`config.mk`:
```
export PLATFORM = sky130hd
export DESIGN_NAME = obi_mem_arbiter
export DESIGN_NICKNAME = d
export VERILOG_FILES = /design/src/rtl/obi_mem_arbiter.sv
export SDC_FILE = /design/constraint.sdc
export NUM_CORES = 1
export LEC_CHECK = 0
export ABC_AREA = 1
export BUFFER_PORTS_ARGS = -buffer_cell sky130_fd_sc_hd__buf_2
export CAP_MARGIN = 20
export CELL_PAD_IN_SITES_DETAIL_PLACEMENT = 1
export CELL_PAD_IN_SITES_GLOBAL_PLACEMENT = 1
export CORE_AREA = 4 4 203 205
export CTS_BUF_LIST = sky130_fd_sc_hd__clkbuf_4 sky130_fd_sc_hd__clkbuf_8
export CTS_CLUSTER_DIAMETER = 150
export DETAILED_ROUTE_END_ITERATION = 16
export DIE_AREA = 0 0 207 209
export GPL_TIMING_DRIVEN = 0
export PLACE_DENSITY_LB_ADDON = 0.1
export RECOVER_POWER = 100
export REMOVE_ABC_BUFFERS = 1
export SYNTH_ARGS = -nofsm -noshare
export SYNTH_HDL_FRONTEND = slang
export SYNTH_SLANG_ARGS = --single-unit
export TNS_END_PERCENT = 1
```
`constraint.sdc`:
```
create_clock -name clk_i -period 3.9 [get_ports clk_i]
set_input_delay 0.195 -clock clk_i [delete_from_list [all_inputs] [get_ports clk_i]]
set_output_delay 0.195 -clock clk_i [all_outputs]
set_load 0.02 [all_outputs]
```
`src/rtl/obi_mem_arbiter.sv`:
```
// Round-robin OBI arbiter sharing one memory bus among NUM_MASTERS nodes, with an in-order
// ID FIFO for response routing. Define STRELA_ARB_ERR_EN to enable the sticky stray-rvalid flag.

package obi_mem_arbiter_pkg;
    typedef struct packed {
        logic        req;
        logic        we;
        logic [3:0]  be;
        logic [31:0] addr;
        logic [31:0] wdata;
    } obi_req_t;

    typedef struct packed {
        logic        gnt;
        logic        rvalid;
        logic [31:0] rdata;
    } obi_resp_t;
endpackage

module obi_mem_arbiter
    import obi_mem_arbiter_pkg::*;
#(
    parameter int unsigned NUM_MASTERS     = 4,
    parameter int unsigned MAX_OUTSTANDING = 4
) (
    input  logic      clk_i,
    input  logic      rst_ni,
    input  logic      clr_i,
    input  obi_req_t  masters_req_i  [NUM_MASTERS],
    output obi_resp_t masters_resp_o [NUM_MASTERS],
    output obi_req_t  slave_req_o,
    input  obi_resp_t slave_resp_i,
    output logic      busy_o,
    output logic      err_o
);

    localparam int unsigned IdW  = (NUM_MASTERS > 1) ? $clog2(NUM_MASTERS) : 1;
    localparam int unsigned PtrW = $clog2(MAX_OUTSTANDING);
    localparam int unsigned CntW = PtrW + 1;
    localparam logic [IdW:0]    NumM   = (IdW + 1)'(NUM_MASTERS);
    localparam logic [IdW-1:0]  LastId = IdW'(NUM_MASTERS - 1);
    localparam logic [CntW-1:0] MaxCnt = CntW'(MAX_OUTSTANDING);

    logic [IdW-1:0]  rr_q, rr_d;
    logic [IdW-1:0]  winner;
    logic [IdW:0]    scan;
    logic            any_req;
    logic            active;
    logic            trans;
    logic            pop;
    logic [IdW-1:0]  fifo_q [MAX_OUTSTANDING];
    logic [PtrW-1:0] wr_q, rd_q;
    logic [CntW-1:0] cnt_q;
    logic [IdW-1:0]  head;

    // Scan from the far end downwards so the closest requester to rr_q wins last.
    always_comb begin
        winner  = '0;
        any_req = 1'b0;
        scan    = '0;
        for (int k = NUM_MASTERS - 1; k >= 0; k--) begin
            scan = {1'b0, rr_q} + (IdW + 1)'(k);
            if (scan >= NumM) begin
                scan = scan - NumM;
            end
            if (masters_req_i[scan[IdW-1:0]].req) begin
                winner  = scan[IdW-1:0];
                any_req = 1'b1;
            end
        end
    end

    assign active = rst_ni & ~clr_i;
    assign head   = fifo_q[rd_q];

    always_comb begin
        slave_req_o = '0;
        if (active && any_req && (cnt_q < MaxCnt)) begin
            slave_req_o     = masters_req_i[winner];
            slave_req_o.req = 1'b1;
        end
    end

    assign trans = slave_req_o.req & slave_resp_i.gnt;
    assign pop   = active & slave_resp_i.rvalid & (cnt_q != '0);

    always_comb begin
        for (int i = 0; i < NUM_MASTERS; i++) begin
            masters_resp_o[i].gnt    = trans && (winner == IdW'(i));
            masters_resp_o[i].rvalid = pop && (head == IdW'(i));
            masters_resp_o[i].rdata  = slave_resp_i.rdata;
        end
    end

    always_comb begin
        rr_d = rr_q;
        if (trans) begin
            rr_d = (winner == LastId) ? '0 : winner + 1'b1;
        end
    end

    always_ff @(posedge clk_i or negedge rst_ni) begin
        if (!rst_ni) begin
            rr_q  <= '0;
            wr_q  <= '0;
            rd_q  <= '0;
            cnt_q <= '0;
        end else if (clr_i) begin
            rr_q  <= '0;
            wr_q  <= '0;
            rd_q  <= '0;
            cnt_q <= '0;
        end else begin
            rr_q <= rr_d;
            if (trans) begin
                wr_q <= wr_q + 1'b1;
            end
            if (pop) begin
                rd_q <= rd_q + 1'b1;
            end
            if (trans && !pop) begin
                cnt_q <= cnt_q + 1'b1;
            end else if (!trans && pop) begin
                cnt_q <= cnt_q - 1'b1;
            end
        end
    end

    // Storage only; validity is tracked by the pointers and count above.
    always_ff @(posedge clk_i) begin
        if (trans) begin
            fifo_q[wr_q] <= winner;
        end
    end

    assign busy_o = (cnt_q != '0);

`ifdef STRELA_ARB_ERR_EN
    logic err_q;

    always_ff @(posedge clk_i or negedge rst_ni) begin
        if (!rst_ni) begin
            err_q <= 1'b0;
        end else if (clr_i) begin
            err_q <= 1'b0;
        end else if (slave_resp_i.rvalid && (cnt_q == '0)) begin
            err_q <= 1'b1;
        end
    end

    assign err_o = err_q;
`else
    assign err_o = 1'b0;
`endif

endmodule
```
* Word level (Yosys, flattened, before mapping)
Memories as Yosys holds them, arrays and structs flattened.
Cells that the tools add are included.
** Cells by class
- Bitwise operators :: 10
- Muxes and demuxes :: 40
- Eq/ne operators :: 6
- Magnitude comparators :: 10
- Reduce and logical (&&, ||, !) cells :: 20
- Add/sub/neg operators :: 12
** Operators with widths (number)
- $bmux 70 s2 :: 5
- $mux 70 :: 9
- $mux 69 :: 2
- $mux 2 :: 15
- $ge 3x3->1 const B :: 8
- $not 2->3 :: 5
- $logic_and 1x1->1 :: 12
- $mux 3 :: 3
- $eq 2x2->1 const B :: 4
- $sub 2x1->2 const B :: 4
- $add 2x1->2 const B :: 3
- $add 2x2->3 const B :: 2
- $mux 1 :: 6
- $reduce_bool 3->1 :: 2
- $and 1x1->1 :: 4
- $eq 2x1->1 const B :: 2
- $logic_not 2->1 :: 2
- $reduce_bool 2->1 :: 2
- $add 2x1->3 const B :: 1
- $add 3x1->3 const B :: 1
- $ge 2x3->1 const B :: 1
- $lt 3x3->1 const B :: 1
- $sub 3x1->3 const B :: 1
- $logic_not 1->1 :: 2
- $not 1->1 :: 1
** Storage, ports and cells
- Memory bits (writable) :: 8
- Word-level logic and storage cells :: 103
- Flip-flop bits (word level) :: 9
- Memories :: 1
** Memory list
- fifo_q :: depth 4, bits a word 2, read ports 1, clocked after memory_dff 0, wr ports 1, line 51 : logic [IdW-1:0] fifo_q [MAX_OUTSTANDING];

* Longest topological paths before layout
- Depth in word-level cells :: 22
- Mapped depth :: 16
- Gate-level depth less buffers :: 14

* Worst setup path after synthesis
OpenSTA, ideal clock, no wires.
- Kind :: flip-flop to output port
- Start :: register rr_q[0]
- End :: output masters_resp_o[33] (netlist name)
- Required time :: 3.705 ns
- Cell stages (with the launch flop) :: 16
- Path slack :: 1.753 ns
- Arrival time :: 1.952 ns
- Path through :: dfrtp_1 -> buf_6 -> inv_6 -> nand2_1 -> nand2_1 -> nand2_1 -> nand2_1 -> clkinv_1 -> nand2_2 -> nand3_4 -> nand2_4 -> buf_6 -> buf_2 -> ha_1 -> inv_1 -> nor2_1
** RTL lines
- start, declared :: line 44 : logic [IdW-1:0] rr_q, rr_d;
- start signal, assigned :: line 114 : rr_q <= rr_d;
- end, declared :: line 30 : output obi_resp_t masters_resp_o [NUM_MASTERS],

==> flow_summary_export.csv <==
group,metric,value,unit
status,status,"finished clean",
floorplan,start_util,14.5,%
timing,skew,0.00578,ns
finish,drive_gt1_share,28.0,%
drt,wirelength,37300,um
critical_path,startpoint_type,"flip-flop",
timing,finalHoldViolCount,0,
finish,nFillCells,5181,
timing,period_minus_slack,3.56,ns
placement,numPortBuffers,363,
floorplan,ios,525,
power,power.leakage,4.16,nW
floorplan,std_cell_rows,73,
timing,min_period_over_period,91.4,%
clock_network,clockBufferDepth,2,
synth,synth-seq-area-share,8.15,%
timing,worst_slack,0.337,ns
drt,drc,0,
global_route,grt_usage,16.1,%
drt,vias,7273,
clock_network,cts.sinks,17,
synth,ys_ff_latch,17,
critical_path,cp.required,3.70,ns
drt,drtAntennaViolNets,0,
drt,routedWlPerCell,21.1,um
drt,first_iter_violations,257,
timing,slew_viol_final,0,
placement,place_ws,0.0313,ns
timing,fmax,0.281,GHz
global_route,grt_overflow,0,
timing,slew_headroom,43.7,%
drt,drtPass1Iterations,6,
clock_network,cts_setup_buffers,0,
clock_network,clk_latency,0.25,ns
clock_network,cts_tree,"built",
finish,final_cell_count_no_fill,1766,
global_route,grt_antenna_before_repair,18,
floorplan,core,39500,um2
synth,synth_area_per_cell,5.43,um2
critical_path,arrival,3.37,ns
min_path,hold_class,"in2reg",
floorplan,die_h,209,um
timing,worst_slew_pin_slew,0.842,ns
placement,place_area,7110,um2
timing,fin_tns_setup,0,ns
synth,yosysWarnings,0,
job,maxCapViolCount,0,
global_route,grt_pass1_vias,7745,
global_route,grt_pass1_wl,53500,um
critical_path,cp-end-kind,"output port",
placement,dp_cells,1751,
timing,setup_violations,0,
global_route,grt_max_degree,78,
synth,synth_cell_types,29,
finish,area_growth,25.3,%
power,power.density,360,nW/um2
clock_network,path_clk_slew,0.07,ns
drt,via_per_inst,4.12,
placement,gp_congestion,0.767,
clock_network,cts.htree.levels,1,
floorplan,die-area,43300,um2
synth,synth_cells,1052,
critical_path,worst-setup-path-type,"reg2out",
synth,synth_area,5710,um2
floorplan,die_x,207,um
power,peakVddDrop,0.145,mV
finish,final_area,7150,um2
placement,place_hpwl,29000,um
clock_network,cts_buffers,3,
critical_path,crit_fanout,77,
timing,rsz0062_at_grt,"false",
clock_network,cts_root_buffer,"clkbuf_8",
finish,nets,1561,
-- worst max-delay path, cell delays in order (launching register included) --
cell and delay [ns]:
dfrtp_2 0.50, inv_6 0.17, nand2_1 0.09, nand2_1 0.11
inv_1 0.08, nand2_1 0.13, nand2_2 0.17, nand3_4 0.27
buf_16 0.30, nand2_8 0.24, buf_16 0.28, nand2_1 0.14
nand3_1 0.11, a21oi_1 0.19, clkbuf_2 0.19
-- sequential cells by signal, indices dropped and copies added (netlist names) --
register,count
rr_q,2
cnt_q,3
rd_q,2
wr_q,2
fifo_q,8
-- repair_timing --
| item | in CTS | in global routing |
|---|---|---|
| setup endpoints to repair | 43 | 37 |
| endpoints found under the hold margin | 9 | 0 |
| pin swaps | 1 | 0 |
| gates cloned | 3 | 0 |
| resized for setup | 0 | 1 |
| hold buffers | 1 | 0 |
-- through the flow --
step | hold slack [ns] | power (mW) | utilization [%]
final | 0.246 | 2.57 | 18.1
after floorplan | -0.101 | 1.56 | -
after global placement | 0.0921 | 2.46 | 17.4
after detailed placement | 0.0879 | 2.49 | 18.0
after CTS | 0.240 | 2.70 | 18.2
after global routing | 0.271 | 2.90 | 18.1
-- Yosys cell counts, drive strengths merged --
cell | n | area [um2]
nand3b | 69 | 518
nand3 | 220 | 1120
or2 | 1 | 6.26
nand2 | 195 | 752
ha | 8 | 100
clkinv | 2 | 7.51
o21bai | 1 | 7.51
inv | 237 | 895
clkbuf | 18 | 67.6
o21ai | 8 | 40.0
o22ai | 3 | 18.8
a21oi | 71 | 355
dfrtp | 9 | 225
nor2 | 18 | 67.6
edfxtp | 8 | 240
fa | 1 | 20.0
conb | 1 | 3.75
nand4 | 2 | 12.5
buf | 179 | 1240
a32oi | 1 | 8.76
-- cells by family after synthesis --
logic type | Yosys count | share of synthesized area [%]
flip-flops | 17 | 8.15
AO/OA/AOI/OAI | 84 | 7.54
adder cells (fa/ha/maj) | 9 | 2.10
AND/OR/NAND/NOR | 505 | 43.4
other | 1 | 0.0657
buffers and inverters | 436 | 38.8
-- report_power, final --
group / switching [mW] / internal (mW)
clock: 0.0558 / 0.0792
sequential: 0.0181 / 0.218
combinational: 1.50 / 0.699
-- layer usage --
metal	global-route usage, %	share of wire, %
met2	24.0	42
met5	2.45	0.55
met3	10.8	14
met1	20.2	43
met4	1.09	0.49
-- layout make-up --
| type | instances | area [um2] | area share (%) |
|---|---|---|---|
| Multi-Input combinational cell | 602 | 3090 | 43.1 |
| Timing Repair Buffer | 372 | 1970 | 27.6 |
| Inverter | 239 | 905 | 12.6 |
| Tap cell | 525 | 657 | 9.18 |
| Sequential cell | 17 | 467 | 6.52 |
| Clock buffer | 4 | 48.8 | 0.682 |
| Antenna cell | 7 | 17.5 | 0.245 |
-- placed cells by master (no fill, tap or decap) --
master         instances
nand3_2                2
ha_1                   8
buf_12                 2
conb_1                 1
buf_16                 6
o21ai_0                8
nand2_1              187
dfrtp_2                1
clkbuf_4               1
edfxtp_1               8
nand4_1                2
o21bai_1               1
dlygate4sd3_1          1
a32oi_1                1
fa_1                   1
clkbuf_2              29
nand2_8                1
inv_2                  1
clkbuf_8               3
diode_2                7
nor2_1                18
buf_2                287
clkbuf_1              47
nand3b_1              69
inv_6                  1
clkinv_1               2
o22ai_1                3
nand3_1              218
or2_2                  1
dfrtp_1                8
inv_1                234
a21oi_1               71
nand2_2                6
nand3_4                2
inv_4                  1
nand2_4                2
-- final timing paths --
kind                       startpoint  cells after the start  slack, ns        endpoint
max in group asynchronous      rst_ni                      2       2.96         rr_q[0]
max reg2reg                   rr_q[0]                     15       0.73         rr_q[1]
min reg2reg                  cnt_q[1]                      2       0.61        cnt_q[1]
min                             clr_i                      4       0.25         rd_q[0]
min in group asynchronous      rst_ni                      2       0.50         rr_q[1]
max                           rr_q[0]                     14       0.34  slave_req_o[0]
No activity file was read; power rests on OpenSTA's default activity.
